$ cat src/rtl/input_buffer_first_pkg.sv
// Shared types for the input_buffer_first FIFO: per-cycle operation decode.
package input_buffer_first_pkg;

  typedef enum logic [1:0] {
    OpNone,
    OpWrite,
    OpRead,
    OpBoth
  } fifo_op_e;

  // Callers pass accepted requests, already qualified by full/empty.
  function automatic fifo_op_e decode_op(input logic wr_ok, input logic rd_ok);
    fifo_op_e op;
    unique case ({wr_ok, rd_ok})
      2'b10:   op = OpWrite;
      2'b01:   op = OpRead;
      2'b11:   op = OpBoth;
      default: op = OpNone;
    endcase
    return op;
  endfunction

endpackage

$ cat src/rtl/input_buffer_first.sv
// Synchronous FIFO with registered read data; rok flags non-empty and ack flags
// not-full, both decoded from the registered occupancy count.
module input_buffer_first
  import input_buffer_first_pkg::*;
#(
  parameter int unsigned FIFO_DEPTH = 16,
  parameter int unsigned FIFO_WIDTH = 4,
  parameter int unsigned DATA_WIDTH = 70
) (
  input  logic                  clk,
  input  logic                  rst,
  input  logic [DATA_WIDTH-1:0] din,
  input  logic                  wr_en,
  input  logic                  rd_en,
  output logic [DATA_WIDTH-1:0] dout,
  output logic                  rok,
  output logic                  ack
);

  localparam logic [FIFO_WIDTH:0]   CountFull = (FIFO_WIDTH + 1)'(FIFO_DEPTH);
  localparam logic [FIFO_WIDTH-1:0] PtrOne    = FIFO_WIDTH'(1);
  localparam logic [FIFO_WIDTH:0]   CountOne  = (FIFO_WIDTH + 1)'(1);

  logic [DATA_WIDTH-1:0] mem_q [FIFO_DEPTH];

  logic [FIFO_WIDTH-1:0] wr_ptr_q, wr_ptr_d;
  logic [FIFO_WIDTH-1:0] rd_ptr_q, rd_ptr_d;
  logic [FIFO_WIDTH:0]   count_q, count_d;
  logic [DATA_WIDTH-1:0] dout_q, dout_d;

  logic     wr_ok;
  logic     rd_ok;
  fifo_op_e op;

  // Full/empty use the pre-edge count, so a read never frees space for a
  // same-cycle write and a write never feeds a same-cycle read.
  assign rok   = (count_q != '0);
  assign ack   = (count_q != CountFull);
  assign wr_ok = wr_en & ack;
  assign rd_ok = rd_en & rok;
  assign op    = decode_op(wr_ok, rd_ok);
  assign dout  = dout_q;

  always_comb begin
    wr_ptr_d = wr_ptr_q;
    rd_ptr_d = rd_ptr_q;
    count_d  = count_q;
    dout_d   = dout_q;
    unique case (op)
      OpWrite: begin
        wr_ptr_d = wr_ptr_q + PtrOne;
        count_d  = count_q + CountOne;
      end
      OpRead: begin
        rd_ptr_d = rd_ptr_q + PtrOne;
        count_d  = count_q - CountOne;
        dout_d   = mem_q[rd_ptr_q];
      end
      OpBoth: begin
        wr_ptr_d = wr_ptr_q + PtrOne;
        rd_ptr_d = rd_ptr_q + PtrOne;
        dout_d   = mem_q[rd_ptr_q];
      end
      default: ;
    endcase
  end

  always_ff @(posedge clk or negedge rst) begin
    if (!rst) begin
      wr_ptr_q <= '0;
      rd_ptr_q <= '0;
      count_q  <= '0;
      dout_q   <= '0;
    end else begin
      wr_ptr_q <= wr_ptr_d;
      rd_ptr_q <= rd_ptr_d;
      count_q  <= count_d;
      dout_q   <= dout_d;
    end
  end

  // Storage is deliberately not reset; the pointers alone define validity.
  always_ff @(posedge clk) begin
    if (wr_ok) begin
      mem_q[wr_ptr_q] <= din;
    end
  end

endmodule

$ cat config.mk
export PLATFORM = sky130hd
export DESIGN_NAME = input_buffer_first
export DESIGN_NICKNAME = d
export VERILOG_FILES = /design/src/rtl/input_buffer_first_pkg.sv /design/src/rtl/input_buffer_first.sv
export SDC_FILE = /design/constraint.sdc
export NUM_CORES = 1
export LEC_CHECK = 0
export BUFFER_PORTS_ARGS = -buffer_cell sky130_fd_sc_hd__clkbuf_2
export CAP_MARGIN = 20
export CORE_ASPECT_RATIO = 0.75
export CORE_UTILIZATION = 48
export DETAILED_ROUTE_END_ITERATION = 10
export GPL_TIMING_DRIVEN = 0
export PLACE_DENSITY = 0.68
export SLEW_MARGIN = 20
export SYNTH_ARGS = -nofsm -noshare
export SYNTH_HDL_FRONTEND = slang
export SYNTH_SLANG_ARGS = --single-unit
$ cat constraint.sdc
create_clock -name clk -period 19.4 [get_ports clk]
set_input_delay 0.97 -clock clk [delete_from_list [all_inputs] [get_ports clk]]
set_output_delay 0.97 -clock clk [all_outputs]
set_load 0.005 [all_outputs]
==> summary.md, run 1 <==
| Metric | Value |
|---|---|
| Status | `completed` |
| Die W | `360 µm` |
| Clk_skew | `29.8 ps` |
| Seq/Total Area, Yosys | `0.776` |
| Clock sink total | `1,203` |
| Starting Density | `0.489` |
| Combinational power share | `0.292` |
| Number of setup buffers added after CTS | `0` |
| Syn Area/Cell | `18.4 µm²` |
| Number of synthesized register bits | `1,203` |
| Mapped cell area | `46,000 µm²` |
| Syn Inst Count | `2,499` |
| GRT Resource Usage Total | `0.234` |
| Iteration-0 DRC Markers | `2,711` |
| Tcrit/Tclk final | `0.216` |
| CP startpoint kind | `register` |
| Worst Path Required | `19,940 ps` |
| Adder-cell share of the synthesized area | `0.00315` |
| Worst Tran Pin Value | `1200 ps` |
| Worst Hold Class | `in2async` |
| Clock transition at the registers of the reported paths | `60 ps` |
| Clock Path Buffers | `3` |
| H-tree Lvls | `3` |
| Switching power | `2.51 mW` |
| Vias in the first global route | `25,400` |
| Final setup violation count | `0` |
| Worst-path cell chain | `nor4_1, nand2_1, and2_1, buf_2, inv_1, ha_1, or2_2, clkbuf_1, nand2_1, clkbuf_1, o22ai_1, a21oi_1` |
| Worst path bufs/invs | `4` |
| TritonCTS Buffers | `113` |
| I/O Pins | `146` |
| Slew Viols, Final | `0` |
| Post-layout util | `0.571` |
| Post-synthesis xor/xnor area fraction | `0.00190` |
| Buffers added on ports | `145` |
| Main synth FF type | `edfxtp_1` |
| Count leader, synth | `edfxtp_1` |
| Global-route wire length before repair | `167 mm` |
| Area leader, netlist | `edfxtp_1` |
| Synth cell count leaders | `edfxtp_1, mux2i_1, nand2_1` |
| Root Buffer | `clkbuf_16` |
| Unrepaired setup endpoints after global routing | `false` |
| P per Cell Area | `146 nW/µm²` |
| Max Fanout on Critical Path | `10` |
| Sequential share of power | `0.418` |
| NumNets Final | `2,935` |
| Post-synth EDFFs | `1,120` |
| Grt total ovfl | `0` |
| Pint | `5.35 mW` |
| Final hold vios | `0` |
| Full die area | `97,100 µm²` |
| Area share of the largest cell type after synthesis | `0.731` |
| Synth warn | `0` |
| Remaining antenna violation count | `0` |
| Kind of critical path | `reg2reg` |
| Maximum clock rate | `239 MHz` |
| Area Overhead vs Synth | `16.8%` |
| CP arrival | `4730 ps` |
| Min Clock Period, post-route | `4190 ps` |
| DR vias | `24,700` |
| Multiplexer share of the synthesized area | `0.131` |
| Distinct cells, synth | `35` |
| RePlAce Congestion | `0.784` |
| DP HPWL | `75.3 mm` |
| CP max stage delay | `870 ps` |
| Syn nets | `2,584` |
| Max-Cap Viols | `0` |
| Largest net degree at the start of global routing | `51` |
| Register area | `35,700 µm²` |
| Post-synthesis compound-gate area fraction | `0.0318` |
| Ranking of synthesized cells by area | `edfxtp_1, mux2i_1, dfrtp_1, mux4_2, a22oi_1` |
| Wire per inst | `27.1 µm` |
| Normalized max-slew margin | `0.199` |
| Largest family of logic cells by synthesized area | `multiplexers` |
| Residual DRC | `0` |
| TritonCTS clock tree | `done` |
| Setup TNS | `0 ps` |
| Post_cts resized | `0` |
| FP Rows | `97` |
| Cell family with most CP delay | `buffers and inverters` |
| Async S/R FF share, synth | `0.0690` |
| Layout cell share with drive strength beyond 1 | `0.195` |
| Clock power frac | `0.290` |
| Worst Setup End Kind | `register` |
| Max VDD drop | `0.0902 mV` |
| Die Y-Extent | `270 µm` |
| Switching Fraction | `0.319` |
| Vias per inst | `5.91` |
| Multi-input logic area | `9710 µm²` |
| Drt total wl | `113 mm` |
| Floorplan Core Area | `94,200 µm²` |
| Worst skew pair latency | `700 ps` |
| Post-Synth Simple-Gate Area | `0.0402` |
| # fillers | `7,003` |
| Lkg Pwr | `18.9 nW` |
| DR pass1 iterations | `7` |
| Antenna violations before repair | `4` |
| Slowest CP cell | `clkbuf_1` |
| Hold_buf cts | `0` |
[stage by stage]
step	power, mW	cells	setup slack [ps]	hold WS (ps)	instance area, µm²
4_1_cts	7.90	4187	15290	177	53800
3_5_place_dp	5.63	3972	15250	470	49900
5_1_grt	8.15	4187	15120	206	53800
6_report	7.86	4188	15210	204	53800
2_1_floorplan	4.71	2499	12670	457	46000
3_3_place_gp	5.52	3881	7010	470	48300
[final cells by class]
class / instances / share of cell area
buffer: 148 / 0.0129
clock inverter: 63 / 0.0141
inverter: 7 / 0.000489
tap: 1237 / 0.0288
multi-input combinational: 1141 / 0.181
sequential: 1203 / 0.664
clock buffer: 152 / 0.0576
antenna: 1 / 0.0000466
timing repair buffer: 236 / 0.0412
[cells in the final DEF (no fill, tap or decap), types with 21 or more instances in the layout]
cell type     n
edfxtp_1   1120
mux4_2       58
buf_12       21
nand4_1     112
buf_16       25
buf_2        60
clkbuf_16   115
clkinv_2     21
nand3_1      57
a22oi_1     165
buf_4        52
nand2_1     181
clkbuf_1     94
dfrtp_1      83
clkbuf_2    144
mux2i_1     458
[worst paths after layout]
kind                             from       end  cells after the start  slack (ps)
min reg2reg                  dout[22]  dout[22]                      2         480
min                               rst  dout[60]                      1         200
max reg2reg                count_q[0]  dout[42]                     12       15210
max                        count_q[0]  dout[42]                     12       15210
max in group asynchronous         rst  dout[24]                      2       18470
min in group clk             dout[22]  dout[22]                      2         480
[kinds of logic after synthesis]
| family | after synthesis |
|---|---|
| AND/OR/NAND/NOR | 386 |
| buffers and inverters | 155 |
| AO/OA/AOI/OAI | 204 |
| flip-flops | 1203 |
| XOR/XNOR | 10 |
| multiplexers | 530 |
| adder cells (fa/ha/maj) | 11 |
[worst reg2reg max path: stages, from the launching register on]
cell and delay [ps]:
dfrtp_1 430, nor4_1 430, nand2_1 120, and2_1 180, buf_2 180, inv_1 80
ha_1 270, or2_2 150, clkbuf_1 870, nand2_1 520, clkbuf_1 460, o22ai_1 280
a21oi_1 60
[flip-flops by register name, summed over array words and instances (netlist names)]
register / count
rd_ptr_q: 4
count_q: 5
dout: 70
mem_q: 1120
wr_ptr_q: 4
[power groups by stage]
stage | Combinational [mW] | Sequential (mW) | Clock [mW]
6_report | 2.30 | 3.29 | 2.28
2_1_floorplan | 1.38 | 3.33 | 0
3_3_place_gp | 2.13 | 3.39 | 0
3_5_place_dp | 2.29 | 3.34 | 0
5_1_grt | 2.43 | 3.31 | 2.41
4_1_cts | 2.30 | 3.29 | 2.31
[metal layers]
| layer | routed length, µm | track usage | vias up |
|---|---|---|---|
| met4 | 2940 | 0.0709 | 4 |
| met3 | 9300 | 0.0410 | 205 |
| met1 | 47100 | 0.326 | 12700 |
| li1 | - | - | 10700 |
| met5 | 27 | 0 | - |
| met2 | 54100 | 0.378 | 1104 |
Power figures use the tool's default switching activity.
==> run 2, diff against run 1 <==
--- a/config.mk
+++ b/config.mk
@@ -5,6 +5,7 @@
 export SDC_FILE = /design/constraint.sdc
 export NUM_CORES = 1
 export LEC_CHECK = 0
+export ABC_AREA = 1
 export BUFFER_PORTS_ARGS = -buffer_cell sky130_fd_sc_hd__clkbuf_2
 export CAP_MARGIN = 20
 export CORE_ASPECT_RATIO = 0.75
==> constraint.sdc (replaced) <==
create_clock -name clk -period 4 [get_ports clk]
set_input_delay 0.2 -clock clk [delete_from_list [all_inputs] [get_ports clk]]
set_output_delay 0.2 -clock clk [all_outputs]
set_load 0.005 [all_outputs]
==> summary.md, run 2 <==
| Metric | Value |
|---|---|
| Status | `completed` |
| DP HPWL | `94.1 mm (+25%)` |
| Worst Tran Pin Value | `1110 ps (-90.7 ps)` |
| Slew Viols, Final | `0 (unchanged)` |
| Clock sink total | `1,203 (unchanged)` |
| Hold slack | `38.6 ps (-165 ps)` |
| R2r startpoint | `count_q[0]` |
| Final hold vios | `0 (unchanged)` |
| Largest reg by FF count | `mem_q` |
| CP max stage delay | `630 ps (-240 ps)` |
| Mapped cell area | `47,900 µm² (+4.1%)` |
| Main synth FF type | `edfxtp_1` |
| Fin area | `56,800 µm² (+5.6%)` |
| DR pass1 iterations | `6 (-1)` |
| Post-synth EDFFs | `1,120 (unchanged)` |
| Reg2reg setup slack | `380 ps (-14,830 ps)` |
| Global-route wire length before repair | `206 mm (+23%)` |
| Tcrit/Tclk final | `0.904 (+0.688)` |
| TritonCTS Buffers | `113 (unchanged)` |
| Register area | `35,700 µm² (unchanged)` |
| Count leader, synth | `nand2_1` |
| Area leader, netlist | `edfxtp_1` |
| P per Cell Area | `742 nW/µm² (+410%)` |
| Slowest CP cell | `nor2_4` |
| Full die area | `101,000 µm² (+4.1%)` |
| Unrepaired setup endpoints after global routing | `false` |
| Clock transition at the registers of the reported paths | `60 ps (about the same)` |
| Synth cell count leaders | `nand2_1, edfxtp_1, nand3_1` |
| Max-Cap Viols | `0 (unchanged)` |
| Maximum clock rate | `277 MHz (+16%)` |
| Worst r2r dst | `dout[14]` |
| Syn Inst Count | `4,035 (+61%)` |
| Kind of critical path | `reg2reg` |
| Starting Density | `0.488 (about the same)` |
| Most frequent cells in the layout | `nand2_1, edfxtp_1, nand3_1, clkbuf_2, buf_2` |
| Clock Path Buffers | `3 (unchanged)` |
| Vias per inst | `5.69 (-3.7%)` |
| Drt total wl | `141 mm (+24%)` |
| Remaining antenna violation count | `0 (unchanged)` |
| Worst Path Required | `4590 ps (-15,350 ps)` |
| Max Fanout on Critical Path | `10 (unchanged)` |
| Antenna violations before repair | `6 (+2)` |
| Die Y-Extent | `276 µm (+2.0%)` |
| DR vias | `33,500 (+35%)` |
| Max VDD drop | `0.441 mV (+390%)` |
| Clk_skew | `25.7 ps (-4.10 ps)` |
| Lkg Pwr | `21.8 nW (+15%)` |
| Buffers added on ports | `145 (unchanged)` |
| CP arrival | `4200 ps (-530 ps)` |
| H-tree Lvls | `3 (unchanged)` |
| Layout cell share with drive strength beyond 1 | `0.131 (-0.0632)` |
| Ranking of synthesized cells by area | `edfxtp_1, nand2_1, nand3_1, dfrtp_1, buf_2` |
| Most common cell on crit path | `nand2_1` |
| Area Overhead vs Synth | `18.5%` |
| Vias in the first global route | `31,700 (+25%)` |
| Wire per inst | `24.0 µm (-12%)` |
| Residual DRC | `0 (unchanged)` |
| Final setup violation count | `0 (unchanged)` |
| Die W | `367 µm (+2.0%)` |
| Max FFs per register | `1,120 (unchanged)` |
| Root Buffer | `clkbuf_16` |
| Distinct cells, synth | `24 (-31%)` |
| TritonCTS clock tree | `done` |
| Most common cell after layout, fill and taps aside | `nand2_1` |
| Crit path capture | `dout[14]` |
| Worst skew pair latency | `710 ps (about the same)` |
| Worst r2r path cells | `10 (-2)` |
| Worst-path cell chain | `inv_1, nand4_1, nand2_1, clkbuf_2, ha_1, nor2_4, inv_2, clkbuf_1, nand2_1, nand2_1` |
| Async S/R FF share, synth | `0.0690 (unchanged)` |
| FP Rows | `99 (+2.1%)` |
| Floorplan Core Area | `98,100 µm² (+4.2%)` |
| RePlAce Congestion | `0.827 (+5.5%)` |
| Worst Setup End Kind | `register` |
| Syn Area/Cell | `11.9 µm² (-36%)` |
| Crit. Startpoint | `count_q[0]` |
| Syn nets | `4,120 (+59%)` |
| I/O Pins | `146 (unchanged)` |
| Grt total ovfl | `0 (unchanged)` |
| Seq/Total Area, Yosys | `0.745 (-0.0305)` |
| Largest net degree at the start of global routing | `47 (-7.8%)` |
| GRT Resource Usage Total | `0.278 (+0.0441)` |
| Number of synthesized register bits | `1,203 (unchanged)` |
| Min Clock Period, post-route | `3620 ps (-574 ps)` |
| Worst Hold Class | `in2reg` |
| Normalized max-slew margin | `0.260 (+0.0605)` |
| Area after DPL | `52,200 µm² (+4.5%)` |
| NumNets Final | `4,561 (+55%)` |
| Synth warn | `0 (unchanged)` |
| Area share of the largest cell type after synthesis | `0.702 (-0.0288)` |
| # fillers | `7,774 (+11%)` |
| Multi-input logic area | `11,100 µm² (+14%)` |
| CP startpoint kind | `register` |
| Iteration-0 DRC Markers | `4,715 (+74%)` |
-- run 2: how the worst min path moves through the flow --
stage	start	endpoint	slack, ps	cells after the start
5_1_grt	din[48]	mem_q[0][48]	40	1
3_3_place_gp	dout[1]	dout[1]	470	2
2_1_floorplan	rst	count_q[0]	-100	0
6_report	din[48]	mem_q[6][48]	40	1
3_5_place_dp	rst	dout[39]	160	1
4_1_cts	din[48]	mem_q[2][48]	2	1
-- run 2: area by class of cell --
type	count	area share
Antenna cell	2	0.0000881
Buffer	242	0.0202
Clock buffer	146	0.0547
Clock inverter	67	0.0138
Inverter	35	0.00231
Multi-Input combinational cell	2555	0.195
Sequential cell	1203	0.629
Tap cell	1313	0.0289
Timing Repair Buffer	326	0.0559
-- run 2: cells by family (layout without fill, tap and decap cells) --
kind of cell | Yosys count | in the layout | synth area share
simple gates | 2471 | 2471 | 0.217
flops | 1203 | 1203 | 0.745
buf+inv | 277 | 816 | 0.0266
compound gates | 64 | 64 | 0.00676
fa+ha+maj | 11 | 11 | 0.00303
xor+xnor | 9 | 9 | 0.00165
other cells | 0 | 2 | 0
-- run 2: worst max-delay path: cells and delay by family, from the launching register on --
| family | cells | cell delay (ps) |
|---|---|---|
| AND/OR/NAND/NOR | 5 | 1330 |
| buffers and inverters | 4 | 1340 |
| flip-flops | 1 | 390 |
| adder cells (fa/ha/maj) | 1 | 410 |
-- run 2: report_power, final --
group	internal, mW	switching [mW]	total (mW)	leakage [nW]
Combinational	4.22	11.0	15.2	8.72
Sequential	15.3	0.460	15.7	11.1
Clock	6.47	4.75	11.2	1.89
Total	25.9	16.2	42.1	21.8
-- run 2: metrics by stage --
stage | TNS [ps] | utilization | setup slack, ps | cells | total power, mW
floorplan | -482810 | - | -2070 | 4035 | 24.5
global route | 0 | 0.579 | 210 | 5887 | 44.0
global placement | -3761450 | 0.513 | -7910 | 5493 | 30.1
CTS | 0 | 0.579 | 372 | 5887 | 41.9
finish | 0 | 0.579 | 384 | 5889 | 42.1
detailed placement | -15.5 | 0.532 | -10.9 | 5601 | 30.7
-- run 2: repair_timing --
| action | CTS | global route |
|---|---|---|
| hold endpoints to repair | 1181 | 0 |
| setup buffers | 0 | 0 |
| gates resized for setup | 1 | 0 |
| setup endpoints to repair | 3 | 0 |
| hold buffers | 73 | 0 |
-- run 2: layer usage --
| metal | up-vias | track usage | share of wire |
|---|---|---|---|
| met5 | - | 0 | 0.000085 |
| met4 | 2 | 0.106 | 0.038 |
| met3 | 304 | 0.0501 | 0.11 |
| met2 | 2058 | 0.425 | 0.44 |
| met1 | 16200 | 0.401 | 0.41 |
| li1 | 14900 | - | - |
